File: src/rtl/sap1_loader_if.sv
// Host-to-loader byte stream plus the loader's program-memory and CPU-control outputs.
// The loader side uses the slave modport; the host/environment side uses master.
interface sap1_loader_if;
   logic [7:0] DIN;
   logic       DIN_VALID;
   logic       DIN_READY;
   logic       MEM_WE;
   logic [3:0] MEM_ADDR;
   logic [7:0] MEM_DATA;
   logic       CPU_RST;
   logic       LOAD_DONE;
   logic       LOAD_ERR;

   modport master (
      output DIN, DIN_VALID,
      input  DIN_READY, MEM_WE, MEM_ADDR, MEM_DATA, CPU_RST, LOAD_DONE, LOAD_ERR
   );

   modport slave (
      input  DIN, DIN_VALID,
      output DIN_READY, MEM_WE, MEM_ADDR, MEM_DATA, CPU_RST, LOAD_DONE, LOAD_ERR
   );
endinterface

File: src/rtl/sap1_loader.sv
// SAP-1 program loader: parses frames of the form A5, count, N data bytes
// (N = count[3:0]+1) and writes the data bytes into the 16x8 program memory,
// holding the SAP-1 core in reset until the program is complete.
// Optional feature macro: SAP1_LOADER_CHECKSUM_EN adds a trailing checksum byte;
// the frame is accepted only if count + data + checksum sums to 0 mod 256.
module sap1_loader (
   input  logic           CLK,
   input  logic           RST,
   sap1_loader_if.slave   bus
);

   localparam logic [7:0] SYNC_BYTE = 8'hA5;

`ifdef SAP1_LOADER_CHECKSUM_EN
   typedef enum logic [2:0] {IDLE, COUNT, DATA, CHECK, RUN, ERROR} state_t;
`else
   typedef enum logic [2:0] {IDLE, COUNT, DATA, RUN, ERROR} state_t;
`endif

   state_t     state_reg, state_next;
   logic [3:0] addr_reg, addr_next;
   logic [3:0] last_reg, last_next;       // index of the final data byte (N-1)
   logic       mem_we_reg, mem_we_next;
   logic [7:0] mem_data_reg, mem_data_next;
`ifdef SAP1_LOADER_CHECKSUM_EN
   logic [7:0] sum_reg, sum_next;
   logic [7:0] sum_check;
`endif

   logic din_ready;
   logic xfer;

   // The write cycle blocks the stream, so a data byte can never overlap its own write.
   assign din_ready = ~mem_we_reg & ~RST;
   assign xfer      = bus.DIN_VALID & din_ready;

`ifdef SAP1_LOADER_CHECKSUM_EN
   assign sum_check = sum_reg + bus.DIN;
`endif

   // State and datapath registers; reset aborts any frame and kills a pending write.
   always_ff @(posedge CLK) begin
      if (RST) begin
         state_reg    <= IDLE;
         addr_reg     <= 4'd0;
         last_reg     <= 4'd0;
         mem_we_reg   <= 1'b0;
         mem_data_reg <= 8'd0;
`ifdef SAP1_LOADER_CHECKSUM_EN
         sum_reg      <= 8'd0;
`endif
      end else begin
         state_reg    <= state_next;
         addr_reg     <= addr_next;
         last_reg     <= last_next;
         mem_we_reg   <= mem_we_next;
         mem_data_reg <= mem_data_next;
`ifdef SAP1_LOADER_CHECKSUM_EN
         sum_reg      <= sum_next;
`endif
      end
   end

   // Frame parser: next state, address advance, write strobe and running sum.
   always_comb begin
      state_next    = state_reg;
      addr_next     = addr_reg;
      last_next     = last_reg;
      mem_we_next   = 1'b0;
      mem_data_next = mem_data_reg;
`ifdef SAP1_LOADER_CHECKSUM_EN
      sum_next      = sum_reg;
`endif
      case (state_reg)
         IDLE, RUN, ERROR: begin
            if (xfer && (bus.DIN == SYNC_BYTE)) begin
               state_next = COUNT;
            end
         end
         COUNT: begin
            if (xfer) begin
               last_next  = bus.DIN[3:0];
               addr_next  = 4'd0;
               state_next = DATA;
`ifdef SAP1_LOADER_CHECKSUM_EN
               sum_next   = bus.DIN;
`endif
            end
         end
         DATA: begin
            if (mem_we_reg) begin
               // Leave the state only once the last write strobe has been issued,
               // so the core is never released while memory is still being written.
               if (addr_reg == last_reg) begin
`ifdef SAP1_LOADER_CHECKSUM_EN
                  state_next = CHECK;
`else
                  state_next = RUN;
`endif
               end else begin
                  addr_next = addr_reg + 4'd1;
               end
            end else if (xfer) begin
               mem_we_next   = 1'b1;
               mem_data_next = bus.DIN;
`ifdef SAP1_LOADER_CHECKSUM_EN
               sum_next      = sum_reg + bus.DIN;
`endif
            end
         end
`ifdef SAP1_LOADER_CHECKSUM_EN
         CHECK: begin
            if (xfer) begin
               state_next = (sum_check == 8'd0) ? RUN : ERROR;
            end
         end
`endif
         default: begin
            state_next = IDLE;
         end
      endcase
   end

   assign bus.DIN_READY = din_ready;
   assign bus.MEM_WE    = mem_we_reg;
   assign bus.MEM_ADDR  = addr_reg;
   assign bus.MEM_DATA  = mem_data_reg;
   assign bus.CPU_RST   = (state_reg != RUN);
   assign bus.LOAD_DONE = (state_reg == RUN);
`ifdef SAP1_LOADER_CHECKSUM_EN
   assign bus.LOAD_ERR  = (state_reg == ERROR);
`else
   assign bus.LOAD_ERR  = 1'b0;
`endif

endmodule
File: src/flat_wrapper.sv
// flat-port wrapper written by rule: the top's interface ports become plain ports
module sap1_loader_flat 
  (CLK, RST, bus_DIN, bus_DIN_VALID, bus_DIN_READY, bus_MEM_WE, bus_MEM_ADDR, bus_MEM_DATA, bus_CPU_RST, bus_LOAD_DONE, bus_LOAD_ERR);
  sap1_loader_if bus_i ();
  input  logic CLK;
  input  logic RST;
  input wire logic [$bits(bus_i.DIN)-1:0] bus_DIN;
  input wire logic [$bits(bus_i.DIN_VALID)-1:0] bus_DIN_VALID;
  output wire logic [$bits(bus_i.DIN_READY)-1:0] bus_DIN_READY;
  output wire logic [$bits(bus_i.MEM_WE)-1:0] bus_MEM_WE;
  output wire logic [$bits(bus_i.MEM_ADDR)-1:0] bus_MEM_ADDR;
  output wire logic [$bits(bus_i.MEM_DATA)-1:0] bus_MEM_DATA;
  output wire logic [$bits(bus_i.CPU_RST)-1:0] bus_CPU_RST;
  output wire logic [$bits(bus_i.LOAD_DONE)-1:0] bus_LOAD_DONE;
  output wire logic [$bits(bus_i.LOAD_ERR)-1:0] bus_LOAD_ERR;
  assign bus_i.DIN = bus_DIN;
  assign bus_i.DIN_VALID = bus_DIN_VALID;
  assign bus_DIN_READY = bus_i.DIN_READY;
  assign bus_MEM_WE = bus_i.MEM_WE;
  assign bus_MEM_ADDR = bus_i.MEM_ADDR;
  assign bus_MEM_DATA = bus_i.MEM_DATA;
  assign bus_CPU_RST = bus_i.CPU_RST;
  assign bus_LOAD_DONE = bus_i.LOAD_DONE;
  assign bus_LOAD_ERR = bus_i.LOAD_ERR;
  sap1_loader u_core (.CLK(CLK), .RST(RST), .bus(bus_i));
endmodule
File: config.mk
export PLATFORM = sky130hd
export DESIGN_NAME = sap1_loader_flat
export DESIGN_NICKNAME = d
export VERILOG_FILES = /design/src/rtl/sap1_loader_if.sv /design/src/rtl/sap1_loader.sv /design/src/flat_wrapper.sv
export SDC_FILE = /design/constraint.sdc
export NUM_CORES = 1
export LEC_CHECK = 0
export CAP_MARGIN = 20
export CORE_ASPECT_RATIO = 0.8
export CORE_MARGIN = 8
export CORE_UTILIZATION = 45
export CTS_CLUSTER_DIAMETER = 40
export DETAILED_ROUTE_END_ITERATION = 12
export PLACE_DENSITY = 0.77
export RECOVER_POWER = 50
export SYNTH_ARGS = -nofsm -noshare
export SYNTH_HDL_FRONTEND = slang
export SYNTH_SLANG_ARGS = --single-unit
File: constraint.sdc
create_clock -name CLK -period 1.92 [get_ports CLK]
set_clock_uncertainty 0.15 [all_clocks]
set_input_delay 0.384 -clock CLK [delete_from_list [all_inputs] [get_ports CLK]]
set_output_delay 0.384 -clock CLK [all_outputs]
set_load 0.05 [all_outputs]
Yosys cells after proc, flatten, opt, wreduce, memory -nomap -nowiden
Cells that the tools add are included.
- add/subtract/negate cells: 1
- eq/ne operators: 12
- multiplexer cells: 10
- bitwise logic cells: 5
- reductions and logical operators: 9
- operator list (operator ; count):
    2-to-1 mux 3 bit ; 4
    2-to-1 mux 4 bit ; 3
    case mux 3 bit (3 select lines) ; 1
    equality test 8 bit (second input constant) ; 1
    != test 2 x 1 -> 1 bit (second input constant) ; 4
    case mux 4 bit (2 select lines) ; 1
    AND reduction 4 bit ; 2
    equality test 3 x 2 -> 1 bit (second input constant) ; 2
    OR reduction 3 bit ; 2
    adder 4 x 1 -> 4 bit (second input constant) ; 1
    equality test 4 bit ; 1
    equality test 3 x 1 -> 1 bit (second input constant) ; 1
    equality test 3 bit (second input constant) ; 1
    logical NOT 3 bit ; 1
    != test 3 x 2 -> 1 bit (second input constant) ; 1
    inverter 1 bit ; 3
    AND reduction 3 bit ; 1
    AND 1 bit ; 2
    != test 2 bit (second input constant) ; 1
    AND reduction 2 bit ; 1
    nonzero test 2 bit ; 1
    logical AND 1 bit ; 1
    2-to-1 mux 1 bit ; 1
- register bits after elaboration: 20
- input port bits: 11
- output and inout port bits: 17

Logic depth before layout (Yosys ltp)
- depth in word-level cells: 6
- depth in mapped cells: 6
- gate-level depth less buffers: 6

Worst setup path after synthesis
Ideal clock, no wire load.
- path kind: reg2reg
- start point: register u_core.addr_reg[1] (netlist: u_core.bus.MEM_ADDR[1])
- end point: register u_core.state_reg[1]
- stages on the path, launching flop included: 5
- slack: -0.129 ns
- required time: 1.683 ns
- path buffers: 0
- arrival time: 1.812 ns
- clock period less this slack: 2.049 ns
- path through: dfxtp_1 -> xor2_1 -> o41a_1 -> or4_1 -> o31ai_1
- cells in the longest elaborated chain, start to end: 3
- ends and longest elaborated chain (item ; line ; source):
    from (decl) ; sap1_loader.sv:21 ; logic [3:0] addr_reg, addr_next;
    from (signal assigned) ; sap1_loader.sv:54 ; addr_reg <= addr_next;
    equality test 4 bit ; sap1_loader.sv:94 ; if (addr_reg == last_reg) begin
    != test 2 x 1 -> 1 bit (no line) ; - ;
    AND reduction 4 bit (no line) ; - ;
    to (signal assigned) ; sap1_loader.sv:53 ; state_reg <= state_next;
    to (decl) ; sap1_loader.sv:20 ; state_t state_reg, state_next;
No other way between the ends.
A chain may end at the register's enable or synchronous reset.

Worst setup path after layout
- start point: register u_core.state_reg[0]
- end point: register u_core.addr_reg[3] (netlist: u_core.bus.MEM_ADDR[3])
- cells in the longest elaborated chain, start to end: 3
- elaborated cells between the ends (all ways): 8
- those cells by class: eq/ne: 5; mux: 1; reduce/logical: 2
- ends and longest elaborated chain (item ; line ; source):
    equality test 3 x 2 -> 1 bit / equality test 3 x 1 -> 1 bit (equally long branches) ; sap1_loader.sv:74 ; case (state_reg)
    != test 2 bit (no line), or another cell as far along ; - ;
    AND reduction 4 bit (no line) ; - ;
Parallel ways exist; a longest one is shown, timed or not.

==> impl_metrics.toml <==
[outcome]
status = "completed"

[floorplanning]
dieWidth_um = 66.6
core_area_mm2 = 0.00191
io_pins = 28
die_area_mm2 = 0.00377
fp-row-count = 14
start_util_pct = 48.4
die_h_um = 56.5

[sta]
relSlewSlack_pct = 59.8
finalHoldViolations = 0
fin_crit_sh_pct = 95.7
setup_viol = 0
max_freq_mhz = 544
tightest_slew_ns = 0.605
setup_ws_ns = 0.0820
finalMaxSlewViolations = 0
hold_slack_ns = 0.309
min_period_ns = 1.84

[power]
pwr-share-comb_pct = 43.5
cellLeakagePower_nw = 0.548
p_per_area_mw_per_mm2 = 928
seq_power_share_pct = 39.1
switchingPower_uw = 457
switching_share_pct = 38.1
internal_power_uw = 741
pwr-share-clk_pct = 17.4
vdd_ir_drop_max_mv = 0.537

[final_layout]
n_antenna_cell = 0
largest_reg_flops = 8
final_cell_mix = "nand2_1, dfxtp_1, clkbuf_1"
fin_area_mm2 = 0.00129
nNetsFinal = 156
layout-drive-gt1-share_pct = 20.0
fill_cells = 177
final_util_pct = 67.6
stdcell_count = 164
layout_commonest_cell = "nand2_1"
area_delta_synth_final_pct = 39.8

[synthesis]
synth.yosys.seq_area_share_pct = 41.2
ys_seq_elements = 19
ys_types = 30
avgSynthCellArea_um2 = 8.96
yosysWarnings = 0
syn_nets = 118
synth_area_um2 = 923
synthesis.instances = 103

[placed_design]
io_buffers = 26
preCtsSetupSlack_ns = -0.187
hpwl_um = 1870
gp_congestion = 0.791
dp.cells = 160
dpl_cell_area_mm2 = 0.00129

[route]
first_pass_iters = 4
wire_per_inst_um = 14.4
vias = 875
drt_iter0_drc = 38
antenna_left = 0
route.detailed.drc = 0
wl_um = 2360
via_per_inst = 5.34

[worst_setup_path]
arrival_ns = 1.93
end_kind = "flop"
path_max_fanout = 5
criticalPathCategory = "reg2reg"
start_kind = "flop"
cp_data_required_time_ns = 2.01

[global_route]
grt_max_degree = 22
grt_overflow = 0
grt_pass1_wl_um = 3920
grt_use_total_pct = 12.9
antenna_found_initial = 0
grt_pass1_vias = 878

[cts]
cts_tree = "yes"
clk_latency_ns = 0.30
hold_buffers = 0
cts-root-buf = "clkbuf_4"
clock_sinks = 19
cts_inserted_buffers = 3
htreeDepth = 1
clkSlewWorstSetupHoldPaths_ns = 0.11
clock_path_buffers = 2

[worst_hold_path]
hp-class = "reg2reg"

[job]
drv_cap = 0
[synthesized netlist by cell type]
master | n | share of area (%)
o31ai_1 | 1 | 0.81
nor3b_4 | 1 | 2.0
xor2_1 | 4 | 3.8
o22ai_2 | 1 | 1.4
o211ai_1 | 3 | 2.4
ha_1 | 4 | 5.4
clkbuf_1 | 1 | 0.41
nor4bb_1 | 2 | 2.2
conb_1 | 1 | 0.41
o31a_1 | 1 | 0.95
nor3_1 | 2 | 1.1
nand3_1 | 3 | 1.6
mux2i_1 | 4 | 4.3
a21oi_1 | 10 | 5.4
buf_1 | 1 | 0.41
dfxtp_1 | 19 | 41
a31oi_1 | 2 | 1.4
clkinv_1 | 1 | 0.41
inv_1 | 8 | 3.3
a211oi_1 | 1 | 0.81
nand3b_1 | 1 | 0.81
nand2_1 | 17 | 6.9
o41a_1 | 1 | 1.2
o41ai_4 | 1 | 3.0
and3b_1 | 1 | 0.95
mux2_2 | 1 | 1.2
or3_1 | 2 | 1.4
nor2_1 | 6 | 2.4
buf_4 | 1 | 0.81
or4_1 | 2 | 1.6
[path summary, 6_finish.rpt]
path,from,endpoint,slack (ns),cells after the start
setup / recovery,u_core.state_reg[0]$_SDFFE_PP0P_,u_core.bus.MEM_ADDR[3]$_SDFFE_PP0P_,0.08,6
hold / removal,u_core.bus.MEM_DATA[6]$_SDFFE_PP0P_,u_core.bus.MEM_DATA[6]$_SDFFE_PP0P_,0.31,2
setup reg to reg,u_core.state_reg[0]$_SDFFE_PP0P_,u_core.bus.MEM_ADDR[3]$_SDFFE_PP0P_,0.08,6
hold reg to reg,u_core.bus.MEM_DATA[6]$_SDFFE_PP0P_,u_core.bus.MEM_DATA[6]$_SDFFE_PP0P_,0.31,2
[layout make-up]
cell class,count,area [um^2],share of cell area (%)
sequential,19,385,29.8
timing repair buffer,36,317,24.5
clock buffer,4,26.3,2.03
inverter,9,33.8,2.62
tap,24,30.0,2.33
multi-input combinational,72,499,38.7
[power by group through the flow]
| stage | sequential [mW] | combinational (mW) | clock [mW] |
|---|---|---|---|
| after detailed placement | 0.478 | 0.519 | 0 |
| final | 0.468 | 0.522 | 0.208 |
| after global routing | 0.474 | 0.566 | 0.228 |
| after floorplan | 0.508 | 0.286 | 0 |
| after global placement | 0.477 | 0.502 | 0 |
| after CTS | 0.468 | 0.523 | 0.214 |
[worst max-delay path: stages (launching register included)]
cell,delay (ns)
dfxtp_1,0.40
inv_1,0.08
ha_2,0.23
inv_1,0.11
o22ai_2,0.13
or4_1,0.52
a31oi_1,0.16
[stage by stage]
| step | power, mW | setup TNS [ns] |
|---|---|---|
| floorplan | 0.794 | 0 |
| global placement | 0.979 | -0.646 |
| detailed placement | 0.997 | -0.947 |
| CTS | 1.20 | 0 |
| global route | 1.27 | -0.00830 |
| finish | 1.20 | 0 |
[kinds of logic (layout without fill, tap and decap cells)]
family | after synthesis | after routing | synth area share (%)
AOI/OAI and AO/OA | 21 | 21 | 17.3
buffers and inverters | 12 | 49 | 5.28
DFF | 19 | 19 | 41.2
adders and majority gates | 4 | 4 | 5.42
xor gates and xnor gates | 4 | 4 | 3.79
muxes | 5 | 5 | 5.56
other | 1 | 1 | 0.406
and+or+nand+nor | 37 | 37 | 21.0
[routing by layer]
metal	vias up	wire, um	GRT usage, %
li1	431	-	-
met1	418	1060	15.1
met2	24	1140	20.7
met3	2	151	5.74
met4	0	10	3.34
met5	-	0	0
[repair_timing]
action | 4_1_cts | 5_1_grt
gates cloned | 0 | 0
resized for setup | 1 | 4
setup buffers | 0 | 0
endpoints found under the setup margin | 1 | 7
(Power assumes the default switching activity.)
